### src/rtl/yd_uart_if.sv
// Core data-bus port of the memory-mapped UART: address, write data/enable,
// combinational read data and register hit.
interface yd_uart_if;
    logic [15:0] d_addr;
    logic [15:0] d_din;
    logic        d_we;
    logic [15:0] d_dout;
    logic        hit;

    modport master (output d_addr, d_din, d_we, input d_dout, hit);
    modport slave  (input d_addr, d_din, d_we, output d_dout, hit);
endinterface

### src/rtl/yd_uart.sv
// Memory-mapped 8N1 UART: DATA/STATUS/DIV registers, independent TX and RX FSMs,
// programmable clocks-per-bit divisor.
module yd_uart #(
    parameter logic [15:0] BASE    = 16'hFF00,
    parameter logic [15:0] CLK_DIV = 16'd434
) (
    input  logic       clk,
    input  logic       rst,
    yd_uart_if.slave   bus,
    input  logic       rxd,
    output logic       txd
);
    typedef enum logic [1:0] {IDLE, START, DATA, STOP} state_t;

    typedef struct packed {
        logic frame_err;
        logic overrun;
        logic rx_valid;
        logic tx_busy;
    } status_t;

    logic [15:0] div, period, half;
    logic        sel_data, sel_stat, sel_div;
    status_t     status;

    state_t      tx_state;
    logic [15:0] tx_cnt;
    logic [7:0]  tx_sh;
    logic [2:0]  tx_bit;
    logic        tx_busy;

    state_t      rx_state;
    logic [15:0] rx_cnt;
    logic [7:0]  rx_sh;
    logic [2:0]  rx_bit;
    logic        rx_s1, rx_s2, rx_s3;
    logic        rx_valid, overrun, frame_err;
    logic [7:0]  rx_byte;

    // Divisors below 2 would leave no room for a mid-bit sample.
    assign period = (div < 16'd2) ? 16'd2 : div;
    assign half   = {1'b0, period[15:1]};

    assign sel_data = (bus.d_addr == BASE);
    assign sel_stat = (bus.d_addr == BASE + 16'd1);
    assign sel_div  = (bus.d_addr == BASE + 16'd2);
    assign bus.hit  = sel_data | sel_stat | sel_div;

    assign tx_busy = (tx_state != IDLE);
    assign status  = {frame_err, overrun, rx_valid, tx_busy};

    always_comb begin
        bus.d_dout = 16'h0;
        if (sel_data)
            bus.d_dout = {8'h0, rx_byte};
        else if (sel_stat)
            bus.d_dout = {12'h0, status};
        else if (sel_div)
            bus.d_dout = div;
    end

    always_ff @(posedge clk) begin
        if (rst)
            div <= CLK_DIV;
        else if (bus.d_we && sel_div)
            div <= bus.d_din;
    end

    // Counters reload from the live period, so a DIV write applies from the next bit.
    always_ff @(posedge clk) begin
        if (rst) begin
            tx_state <= IDLE;
            txd      <= 1'b1;
            tx_cnt   <= 16'h0;
            tx_sh    <= 8'h0;
            tx_bit   <= 3'd0;
        end else begin
            if (tx_state != IDLE)
                tx_cnt <= (tx_cnt == 16'h0) ? period - 16'd1 : tx_cnt - 16'd1;
            case (tx_state)
                IDLE: begin
                    if (bus.d_we && sel_data) begin
                        tx_state <= START;
                        txd      <= 1'b0;
                        tx_sh    <= bus.d_din[7:0];
                        tx_cnt   <= period - 16'd1;
                        tx_bit   <= 3'd0;
                    end
                end
                START: begin
                    if (tx_cnt == 16'h0) begin
                        tx_state <= DATA;
                        txd      <= tx_sh[0];
                    end
                end
                DATA: begin
                    if (tx_cnt == 16'h0) begin
                        if (tx_bit == 3'd7) begin
                            tx_state <= STOP;
                            txd      <= 1'b1;
                        end else begin
                            tx_bit <= tx_bit + 3'd1;
                            tx_sh  <= {1'b0, tx_sh[7:1]};
                            txd    <= tx_sh[1];
                        end
                    end
                end
                STOP: begin
                    if (tx_cnt == 16'h0) begin
                        tx_state <= IDLE;
                        txd      <= 1'b1;
                    end
                end
                default: tx_state <= IDLE;
            endcase
        end
    end

    // rx_s3 is the previous synchronised sample, used only for falling-edge detect.
    always_ff @(posedge clk) begin
        if (rst) begin
            rx_s1 <= 1'b1;
            rx_s2 <= 1'b1;
            rx_s3 <= 1'b1;
        end else begin
            rx_s1 <= rxd;
            rx_s2 <= rx_s1;
            rx_s3 <= rx_s2;
        end
    end

    always_ff @(posedge clk) begin
        if (rst) begin
            rx_state  <= IDLE;
            rx_cnt    <= 16'h0;
            rx_sh     <= 8'h0;
            rx_bit    <= 3'd0;
            rx_valid  <= 1'b0;
            overrun   <= 1'b0;
            frame_err <= 1'b0;
            rx_byte   <= 8'h00;
        end else begin
            if (bus.d_we && sel_stat) begin
                if (bus.d_din[1]) rx_valid  <= 1'b0;
                if (bus.d_din[2]) overrun   <= 1'b0;
                if (bus.d_din[3]) frame_err <= 1'b0;
            end
            if (rx_state != IDLE && rx_cnt != 16'h0)
                rx_cnt <= rx_cnt - 16'd1;
            case (rx_state)
                IDLE: begin
                    if (rx_s3 && !rx_s2) begin
                        rx_state <= START;
                        rx_cnt   <= half - 16'd1;
                    end
                end
                START: begin
                    if (rx_cnt == 16'h0) begin
                        if (rx_s2) begin
                            rx_state <= IDLE;
                        end else begin
                            rx_state <= DATA;
                            rx_cnt   <= period - 16'd1;
                            rx_bit   <= 3'd0;
                        end
                    end
                end
                DATA: begin
                    if (rx_cnt == 16'h0) begin
                        rx_sh  <= {rx_s2, rx_sh[7:1]};
                        rx_cnt <= period - 16'd1;
                        if (rx_bit == 3'd7)
                            rx_state <= STOP;
                        else
                            rx_bit <= rx_bit + 3'd1;
                    end
                end
                STOP: begin
                    // Placed after the W1C clears so a same-cycle set takes priority.
                    if (rx_cnt == 16'h0) begin
                        rx_state <= IDLE;
                        if (!rx_s2)
                            frame_err <= 1'b1;
                        if (rx_valid) begin
                            overrun <= 1'b1;
                        end else begin
                            rx_byte  <= rx_sh;
                            rx_valid <= 1'b1;
                        end
                    end
                end
                default: rx_state <= IDLE;
            endcase
        end
    end
endmodule

### src/flat_wrapper.sv
// flat-port wrapper written by rule: the top's interface ports become plain ports
module yd_uart_flat 
#(
    parameter logic [15:0] BASE    = 16'hFF00,
    parameter logic [15:0] CLK_DIV = 16'd434
)
  (clk, rst, rxd, txd, bus_d_addr, bus_d_din, bus_d_we, bus_d_dout, bus_hit);
  yd_uart_if bus_i ();
  input  logic clk;
  input  logic rst;
  input  logic rxd;
  output logic txd;
  input wire logic [$bits(bus_i.d_addr)-1:0] bus_d_addr;
  input wire logic [$bits(bus_i.d_din)-1:0] bus_d_din;
  input wire logic [$bits(bus_i.d_we)-1:0] bus_d_we;
  output wire logic [$bits(bus_i.d_dout)-1:0] bus_d_dout;
  output wire logic [$bits(bus_i.hit)-1:0] bus_hit;
  assign bus_i.d_addr = bus_d_addr;
  assign bus_i.d_din = bus_d_din;
  assign bus_i.d_we = bus_d_we;
  assign bus_d_dout = bus_i.d_dout;
  assign bus_hit = bus_i.hit;
  yd_uart #(.BASE(BASE), .CLK_DIV(CLK_DIV)) u_core (.clk(clk), .rst(rst), .bus(bus_i), .rxd(rxd), .txd(txd));
endmodule
### config.mk
export PLATFORM = sky130hd
export DESIGN_NAME = yd_uart_flat
export DESIGN_NICKNAME = d
export VERILOG_FILES = /design/src/rtl/yd_uart_if.sv /design/src/rtl/yd_uart.sv /design/src/flat_wrapper.sv
export SDC_FILE = /design/constraint.sdc
export NUM_CORES = 1
export LEC_CHECK = 0
export ABC_AREA = 0
export CORE_MARGIN = 1
export CORE_UTILIZATION = 45
export CTS_CLUSTER_DIAMETER = 100
export DETAILED_ROUTE_END_ITERATION = 8
export GPL_TIMING_DRIVEN = 0
export PLACE_DENSITY = 0.63
export SYNTH_ARGS = -nofsm -noshare
export SYNTH_HDL_FRONTEND = slang
export SYNTH_SLANG_ARGS = --single-unit
### constraint.sdc
create_clock -name clk -period 3.4 [get_ports clk]
set_clock_uncertainty 0.05 [all_clocks]
set_input_delay 0.68 -clock clk [delete_from_list [all_inputs] [get_ports clk]]
set_output_delay 0.68 -clock clk [all_outputs]
set_load 0.05 [all_outputs]
**After elaboration in Yosys (flattened, before gate mapping)**

Index checks and enable logic that the tools add are counted.

- Eq/ne operators: 24
- Multiplexer cells: 61
- Order comparisons: 1
- Reductions and logical operators: 22
- Add/subtract/negate cells: 6
- Bitwise gates (word level): 3

Operators with widths:

| cell | number |
|---|---|
| $mux 16 | 13 |
| $eq 16x16->1 const B | 3 |
| $pmux 16 s3 | 1 |
| $sub 16x1->16 const B | 3 |
| $logic_not 16->1 | 2 |
| $mux 8 | 3 |
| $mux 2 | 11 |
| $mux 3 | 7 |
| $mux 1 | 20 |
| $ne 2x1->1 const B | 10 |
| $lt 16x2->1 const B | 1 |
| $pmux 2 s4 | 2 |
| $pmux 8 s2 | 1 |
| $reduce_bool 16->1 | 1 |
| $sub 15x1->16 const B | 1 |
| $reduce_and 5->1 | 3 |
| $pmux 3 s2 | 2 |
| $eq 2x2->1 const B | 4 |
| $reduce_and 4->1 | 2 |
| $reduce_bool 2->1 | 4 |
| $add 3x1->3 const B | 2 |
| $eq 3x3->1 const B | 2 |
| $ne 2x2->1 const B | 3 |
| $logic_and 1x1->1 | 5 |
| 8 further kinds | 11 |

- Bits in registers: 89
- Output and inout port bits: 18

**Logic depth before layout (Yosys ltp)**

Gate-level depths: netlist of the first run.

- Depth in word-level cells: 7
- Mapped depth: 10

**Worst setup path after synthesis of the first run**

No wires, ideal clock.

- Path type: in2out
- Start: input bus_d_addr[3]
- End: output bus_d_dout[4]
- Path buffers: 1
- Arrival: 2708 ps
- Setup slack: -38 ps
- Cell stages on the path: 5
- Data required time: 2670 ps
- Cell sequence: or4_1 or4_1 buf_6 nand2b_1 nor2_1

- Word-level cells in the longest chain between the ends: 4
- Elaborated cells between the ends (all ways): 6

Ends and longest elaborated chain:

| element | RTL line | text |
|---|---|---|
| start, declared | flat_wrapper.sv:13 | `input wire logic [$bits(bus_i.d_addr)-1:0] bus_d_addr;` |
| $eq 16x16->1 | yd_uart.sv:46 | `assign sel_div = (bus.d_addr == BASE + 16'd2);` |
| $mux 16 | yd_uart.sv:58 | `else if (sel_div)` |
| $mux 16 | yd_uart.sv:56 | `else if (sel_stat)` |
| $mux 16 (*) | yd_uart.sv:54 | `if (sel_data)` |
| end, declared | flat_wrapper.sv:16 | `output wire logic [$bits(bus_i.d_dout)-1:0] bus_d_dout;` |

Mark *: on every way between the ends. The rest lies on a longest branch, timed or not.

**Worst setup path after layout of the first run**

- Start: input bus_d_addr[3]
- End: output bus_d_dout[12]

The elaborated chain is that of the path after synthesis.

==> results of run 1 <==
-- sequential cells by signal (all words and copies together) (netlist names), named ones only --
| name | flops |
|---|---|
| u_core.div | 16 |
| u_core.rx_cnt | 16 |
| u_core.tx_cnt | 16 |
| u_core.rx_byte | 8 |
| u_core.rx_sh | 8 |
| u_core.tx_sh | 8 |
| u_core.rx_bit | 3 |
| u_core.tx_bit | 3 |
| u_core.tx_state | 2 |
| u_core.frame_err | 1 |
| u_core.overrun | 1 |
| u_core.rx_s1 | 1 |
| u_core.rx_s2 | 1 |
| u_core.rx_s3 | 1 |
| u_core.rx_state | 1 |
| u_core.rx_valid | 1 |
| u_core.txd | 1 |
-- final cells by class --
| cell class | count | area [um2] | area share |
|---|---|---|---|
| Timing Repair Buffer | 57 | 562 | 0.0870 |
| Clock inverter | 5 | 105 | 0.0163 |
| Inverter | 22 | 82.6 | 0.0128 |
| Sequential cell | 89 | 1790 | 0.277 |
| Clock buffer | 10 | 229 | 0.0355 |
| Tap cell | 143 | 179 | 0.0277 |
| Buffer | 31 | 164 | 0.0254 |
| Multi-Input combinational cell | 523 | 3350 | 0.518 |
-- through the flow --
step,cells,setup TNS [ns]
global placement,866,-19.41
finish,880,0
floorplan,672,-0.154
global route,880,-0.0135
CTS,881,0
detailed placement,866,-20.50
-- routing by layer --
layer / vias to the layer above / GRT usage / wire, um
met1: 2387 / 0.335 / 6930
met5: - / 0 / 0
met3: 22 / 0.0521 / 926
li1: 2503 / - / -
met2: 175 / 0.435 / 7510
met4: 0 / 0.112 / 282
-- placed cells by master, fill, tap and decap left out, types with 6 or more instances in the layout --
master           instances
nand3_1                 18
nand2_1                112
buf_2                    9
o22ai_1                  8
buf_4                    9
ha_1                    20
a211oi_1                12
dfxtp_2                  6
o221ai_1                 8
and3_4                   8
a21oi_1                 56
nand2b_1                 6
nor4_1                  10
o21ai_0                 16
xor2_1                  21
o21a_1                   7
buf_6                    9
clkbuf_16                9
or2_2                    8
nor3_1                  22
clkbuf_1                19
inv_1                   21
nand3b_1                 6
nor2_1                  55
dfxtp_1                 83
xnor2_1                 18
or3_1                    7
clkdlybuf4s50_1         30
mux2i_1                 19
-- power breakdown --
part,switching [mW],total [mW],internal (mW)
sequential,0.171,1.39,1.22
clock,0.431,1.15,0.714
combinational,1.42,2.22,0.799
-- cells by family after synthesis --
family | Yosys count
AO/OA/AOI/OAI | 150
XOR/XNOR | 39
adder cells (fa/ha/maj) | 20
buffers and inverters | 61
flip-flops | 89
multiplexers | 20
AND/OR/NAND/NOR | 293
-- worst max-delay path: stages --
cell,delay [ns]
dlygate4sd2_1,0.22
or4_1,0.50
or4_4,0.56
buf_6,0.15
nor2_4,0.15
and3_4,0.22
buf_6,0.16
-- repair_timing --
action	CTS	global route
setup buffers	2	3
pin swaps	4	3
endpoints found under the setup margin	31	33
gates resized for setup	117	24
cloned	2	0
-- path summary, 6_finish.rpt --
check	from	to	slack (ns)	cells past startpoint
worst max-delay path	bus_d_addr[3]	bus_d_dout[12]	0.02	7
worst max register to register	u_core.div[11]	u_core.tx_cnt[15]	0.19	8
worst min-delay path	u_core.rx_s1	u_core.rx_s2	0.37	1
worst min register to register	u_core.rx_s1	u_core.rx_s2	0.37	1
==> metrics, run 1 <==
fin worst setup slack=0.0186 ns; antenna violations before repair=0; DRC=0; Synth Area in Compound Gates=0.195; diode count=0; Tcrit/Tclk final=0.995; hold buffers post-CTS=0; DRT Pass-1 Iters=5; Avg Synthesized Cell Area=7.89 um2; clock root cell=clkbuf_16; Gate Count Post-Synth=672; CTS Buf Count=9; first-pass GRT wire length=25500 um; Hold Crit Class=flip-flop to flip-flop; top cell type's share of synthesized area=0.336; GRT Total Usage=0.264; most numerous cell in the Yosys netlist=nand2_1; element type at the critical path start=primary input; Worst Path Max Fanout=5; DRC violation total after the first TritonRoute iteration=294; ys flop type=dfxtp_1; Die X=111 um; CTS tree=built; total wire length=15700 um; GPL Wtd Cong=0.945; dpl cell area=5990 um2; Mapped Area=5300 um2; Pwr Total=4.75 mW; area growth from synthesis to layout=21.8%; Core ar.=11500 um2; Clk Latency, worst-skew pair=0.36 ns; share of the yosys chip area belonging to registers=0.336; fmax=0.296 GHz; Layout Nets=789; Final Max Tran Viols=0; Ys Warns=0; hold slack=0.371 ns; final setup vio count=0; proportion of layout cells with a drive suffix above 1=0.138; PwrDens=736 nW/um2; synth top area cells=dfxtp_1 (34%), nand2_1 (7.9%), a21oi_1 (5.3%); largest family of logic cells by synthesized area=simple AND/OR/NAND/NOR gates; mux contribution to synthesized area=0.0380; Post-Synth Adder-Cell Area=0.0472; die area=12200 um2; post-synthesis cell type count=66; CTS clk-pin slew, worst paths=0.06 ns; vias in the first global route=4925; critical path arrival=2.65 ns; routed vias/inst=5.78; final hold vios=0; FF+latch count, synth=89; Lkg Pwr=2.33 nW; DP Worst Slack=-0.899 ns; Peak VDD IR=0.000503 V; RSZ-0062 raised after global routing=yes; Clock Tree Buf Depth=2; max_slew headroom=0.495; Simple-Gate Fraction of Synth Area=0.268; Filler cells=1035; Synth async-reset ratio=0; height of the die=111 um; Post-synth EDFFs=0; run status=finished, final reports clean; I/O Pins=54; Design Area, Final=6460 um2; max-cap viol count=0; Wirelength per Cell=17.8 um; grt ovf=0; routed via count=5087; most common library cells after synthesis=nand2_1 (112), dfxtp_1 (89), a21oi_1 (56), nor2_1 (56), clkbuf_1 (27); # H-tree levels=3; Net Count, Synth=728; Buffers on Ports=51; Initial Utilization=0.462; Synth Area in XOR/XNOR=0.0645; Yosys top cell by area=dfxtp_1; Final Critical Period=3.38 ns; Worst Path Required=2.67 ns; Crit. End Element=output port; largest net degree at the start of global routing=15; antenna-violating nets left=0; critical path class=primary input to output port; Final Core Density=0.563; Sink Count=89; Worst-Margin Slew=0.749 ns; Placement Rows=39; post-DP HPWL=11500 um
Power figures use the tool's default switching activity.
==> run 2: changes to the inputs <==
==> constraint.sdc (replaced) <==
create_clock -name clk -period 4.24 [get_ports clk]
set_clock_uncertainty 0.05 [all_clocks]
set_input_delay 1.272 -clock clk [delete_from_list [all_inputs] [get_ports clk]]
set_output_delay 1.272 -clock clk [all_outputs]
set_load 0.05 [all_outputs]
==> metrics, run 2 (same netlist as run 1, synthesis figures left out) <==
GRT Max-Usage Layer=met2; height of the die=111 um (unchanged); Reg2Reg Depth=10 (+2); die area=12200 um2 (unchanged); fin worst setup slack=-0.149 ns (-0.167 ns); fmax=0.228 GHz; CTS Buf Count=9 (unchanged); diode count=0 (unchanged); Worst Path Required=2.92 ns (+0.25 ns); fin cells=887 (+0.80%); Peak VDD IR=0.000511 V (+1.6%); routed via count=5181 (+1.8%); antenna-violating nets left=0 (unchanged); RSZ-0062 raised after global routing=yes; critical path class=primary input to output port; Hold Path End=u_core.rx_s2; Buffers on Ports=51 (unchanged); Die X=111 um (unchanged); DRT Pass-1 Iters=7 (+2); P_int=2.20 mW (-19%); multi-input combinational cell area=3350 um2 (+0.26%); PwrDens=588 nW/um2 (-20%); Storage cell area=1780 um2 (-0.42%); grt ovf=0 (unchanged); max-cap viol count=0 (unchanged); CTS clk-pin slew, worst paths=0.07 ns (about the same); I/O Pins=54 (unchanged); sequential cell fraction of total power=0.291 (-0.002); Design Area, Final=6540 um2 (+1.3%); vias in the first global route=4929 (+0.081%); Wirelength per Cell=17.9 um (+0.87%); largest net degree at the start of global routing=17 (+2); GPL Wtd Cong=0.914 (-3.2%); post-DP HPWL=11700 um (+2.1%); GRT Total Usage=0.265 (+0.00138); Hold Crit Start=u_core.rx_s1; Final Max Tran Viols=0 (unchanged); sw frac=0.427 (+0.00252); run status=complete, but fails checks; element type at the critical path start=primary input; Switch Pwr=1.64 mW (-19%); Comb power frac=0.460 (-0.006); FF-to-FF Start=u_core.div[6]; total wire length=15900 um (+1.7%); Layout Nets=795 (+0.76%); area growth from synthesis to layout=23.4%; Filler cells=1095 (+5.8%); critical path arrival=3.07 ns (+0.42 ns); commonest non-fill, non-tap cells in the layout=nand2_1 (112), dfxtp_1 (89), a21oi_1 (55); DP Cell Count=866 (unchanged); Hold Crit Class=flip-flop to flip-flop; Clock Tree Buf Depth=2 (unchanged); grt met1 use=0.344 (+0.00951); Core ar.=11500 um2 (unchanged); DRC=0 (unchanged); Crit Reg-Reg Endpoint=u_core.tx_cnt[9]; routed vias/inst=5.84 (+1.0%); Worst-Margin Slew=0.843 ns (+0.0945 ns); proportion of layout cells with a drive suffix above 1=0.138 (about the same); GR Layer Usage met3=0.0417 (-0.0104); Tcrit/Tclk final=1.04; Final Critical Period=4.39 ns; leading cell type in the layout, fill and taps excluded=nand2_1; # H-tree levels=3 (unchanged); DRC violation total after the first TritonRoute iteration=354 (+20%); r2r setup slk=0.33 ns (+0.14 ns); Placement Rows=39 (unchanged); Sink Count=89 (unchanged); Crit. End Element=output port; Worst Path Max Fanout=5 (unchanged); failing checks=negative setup slack; max_slew headroom=0.433 (-0.0627); Lkg Pwr=2.35 nW (+1.2%); antenna violations before repair=0 (unchanged); hold buffers post-CTS=0 (unchanged); Largest regs=u_core.div (16), u_core.rx_cnt (16), u_core.tx_cnt (16); Initial Utilization=0.462 (unchanged); final hold vios=0 (unchanged); CTS tree=built; dpl cell area=6070 um2 (+1.4%); hold slack=0.369 ns (-0.00150 ns); Clk Latency, worst-skew pair=0.36 ns (about the same); Clock Power Share=0.249 (+0.008); final setup vio count=13 (+13); first-pass GRT wire length=25600 um (+0.38%); clock root cell=clkbuf_16; met2 usage=0.439 (+0.00331); hold depth=1 (unchanged)
[run 2: cell types whose count changed in the layout (fill, tap and decap cells not counted), sizes merged]
cell	before	now
clkinv	1	4
clkdlybuf4s15	0	1
dlygate4sd2	4	0
inv	21	22
clkinvlp	2	0
buf	33	36
clkbuf	29	36
clkdlybuf4s18	2	0
[run 2: per-layer routing]
metal | vias to the layer above | routed length (um) | part of all wire
met3 | 29 | 775 | 0.049
met1 | 2472 | 7210 | 0.45
li1 | 2527 | - | -
met2 | 153 | 7600 | 0.48
met5 | - | 0 | 0
met4 | 0 | 337 | 0.021
[run 2: layout make-up]
| class | count | share of cell area |
|---|---|---|
| tap | 143 | 0.0274 |
| sequential | 89 | 0.272 |
| buffer | 39 | 0.0298 |
| timing repair buffer | 55 | 0.0909 |
| multi-input combinational | 523 | 0.513 |
| inverter | 22 | 0.0126 |
| clock buffer | 9 | 0.0344 |
| clock inverter | 7 | 0.0195 |
[run 2: worst max path at each step]
| stage | from | to | cells past startpoint |
|---|---|---|---|
| after global placement | bus_d_addr[3] | bus_d_dout[13] | 7 |
| after detailed placement | bus_d_addr[3] | bus_d_dout[10] | 7 |
| final | bus_d_addr[4] | bus_d_dout[10] | 7 |
| after global routing | bus_d_addr[4] | bus_d_dout[10] | 7 |
| after floorplan | bus_d_addr[3] | bus_d_dout[0] | 4 |
| after CTS | bus_d_addr[4] | bus_d_dout[10] | 7 |
[run 2: power groups by stage]
stage                     clock [mW]  sequential (mW)  combinational (mW)
after floorplan                    0             1.11                1.32
after global placement             0             1.12                1.70
after detailed placement           0             1.13                1.73
after CTS                      0.966             1.12                1.74
after global routing           0.996             1.14                1.96
final                          0.960             1.12                1.77
[run 2: metrics by stage]
| stage | util | worst slack [ns] | power, mW | TNS, ns |
|---|---|---|---|---|
| 6_report | 0.570 | -0.149 | 3.85 | -1.43 |
| 5_1_grt | 0.570 | -0.186 | 4.10 | -1.84 |
| 4_1_cts | 0.567 | -0.206 | 3.82 | -2.00 |
| 3_5_place_dp | 0.529 | -1.19 | 2.86 | -17.99 |
| 3_3_place_gp | 0.529 | -1.18 | 2.82 | -18.03 |
| 2_1_floorplan | - | -0.202 | 2.43 | -0.986 |
[run 2: worst max-delay path, stage by stage]
cell and delay, ns:
buf_6 0.08, or4_1 0.50, or4_4 0.53, buf_6 0.16
nor2_4 0.14, and3_4 0.23, buf_8 0.15
[run 2: timing repair]
item	in CTS	in global routing
resized for setup	145	5
cloned	2	0
buffers inserted	1	3
pin swaps	4	4
setup endpoints to repair	17	25
endpoints found under the hold margin	0	0
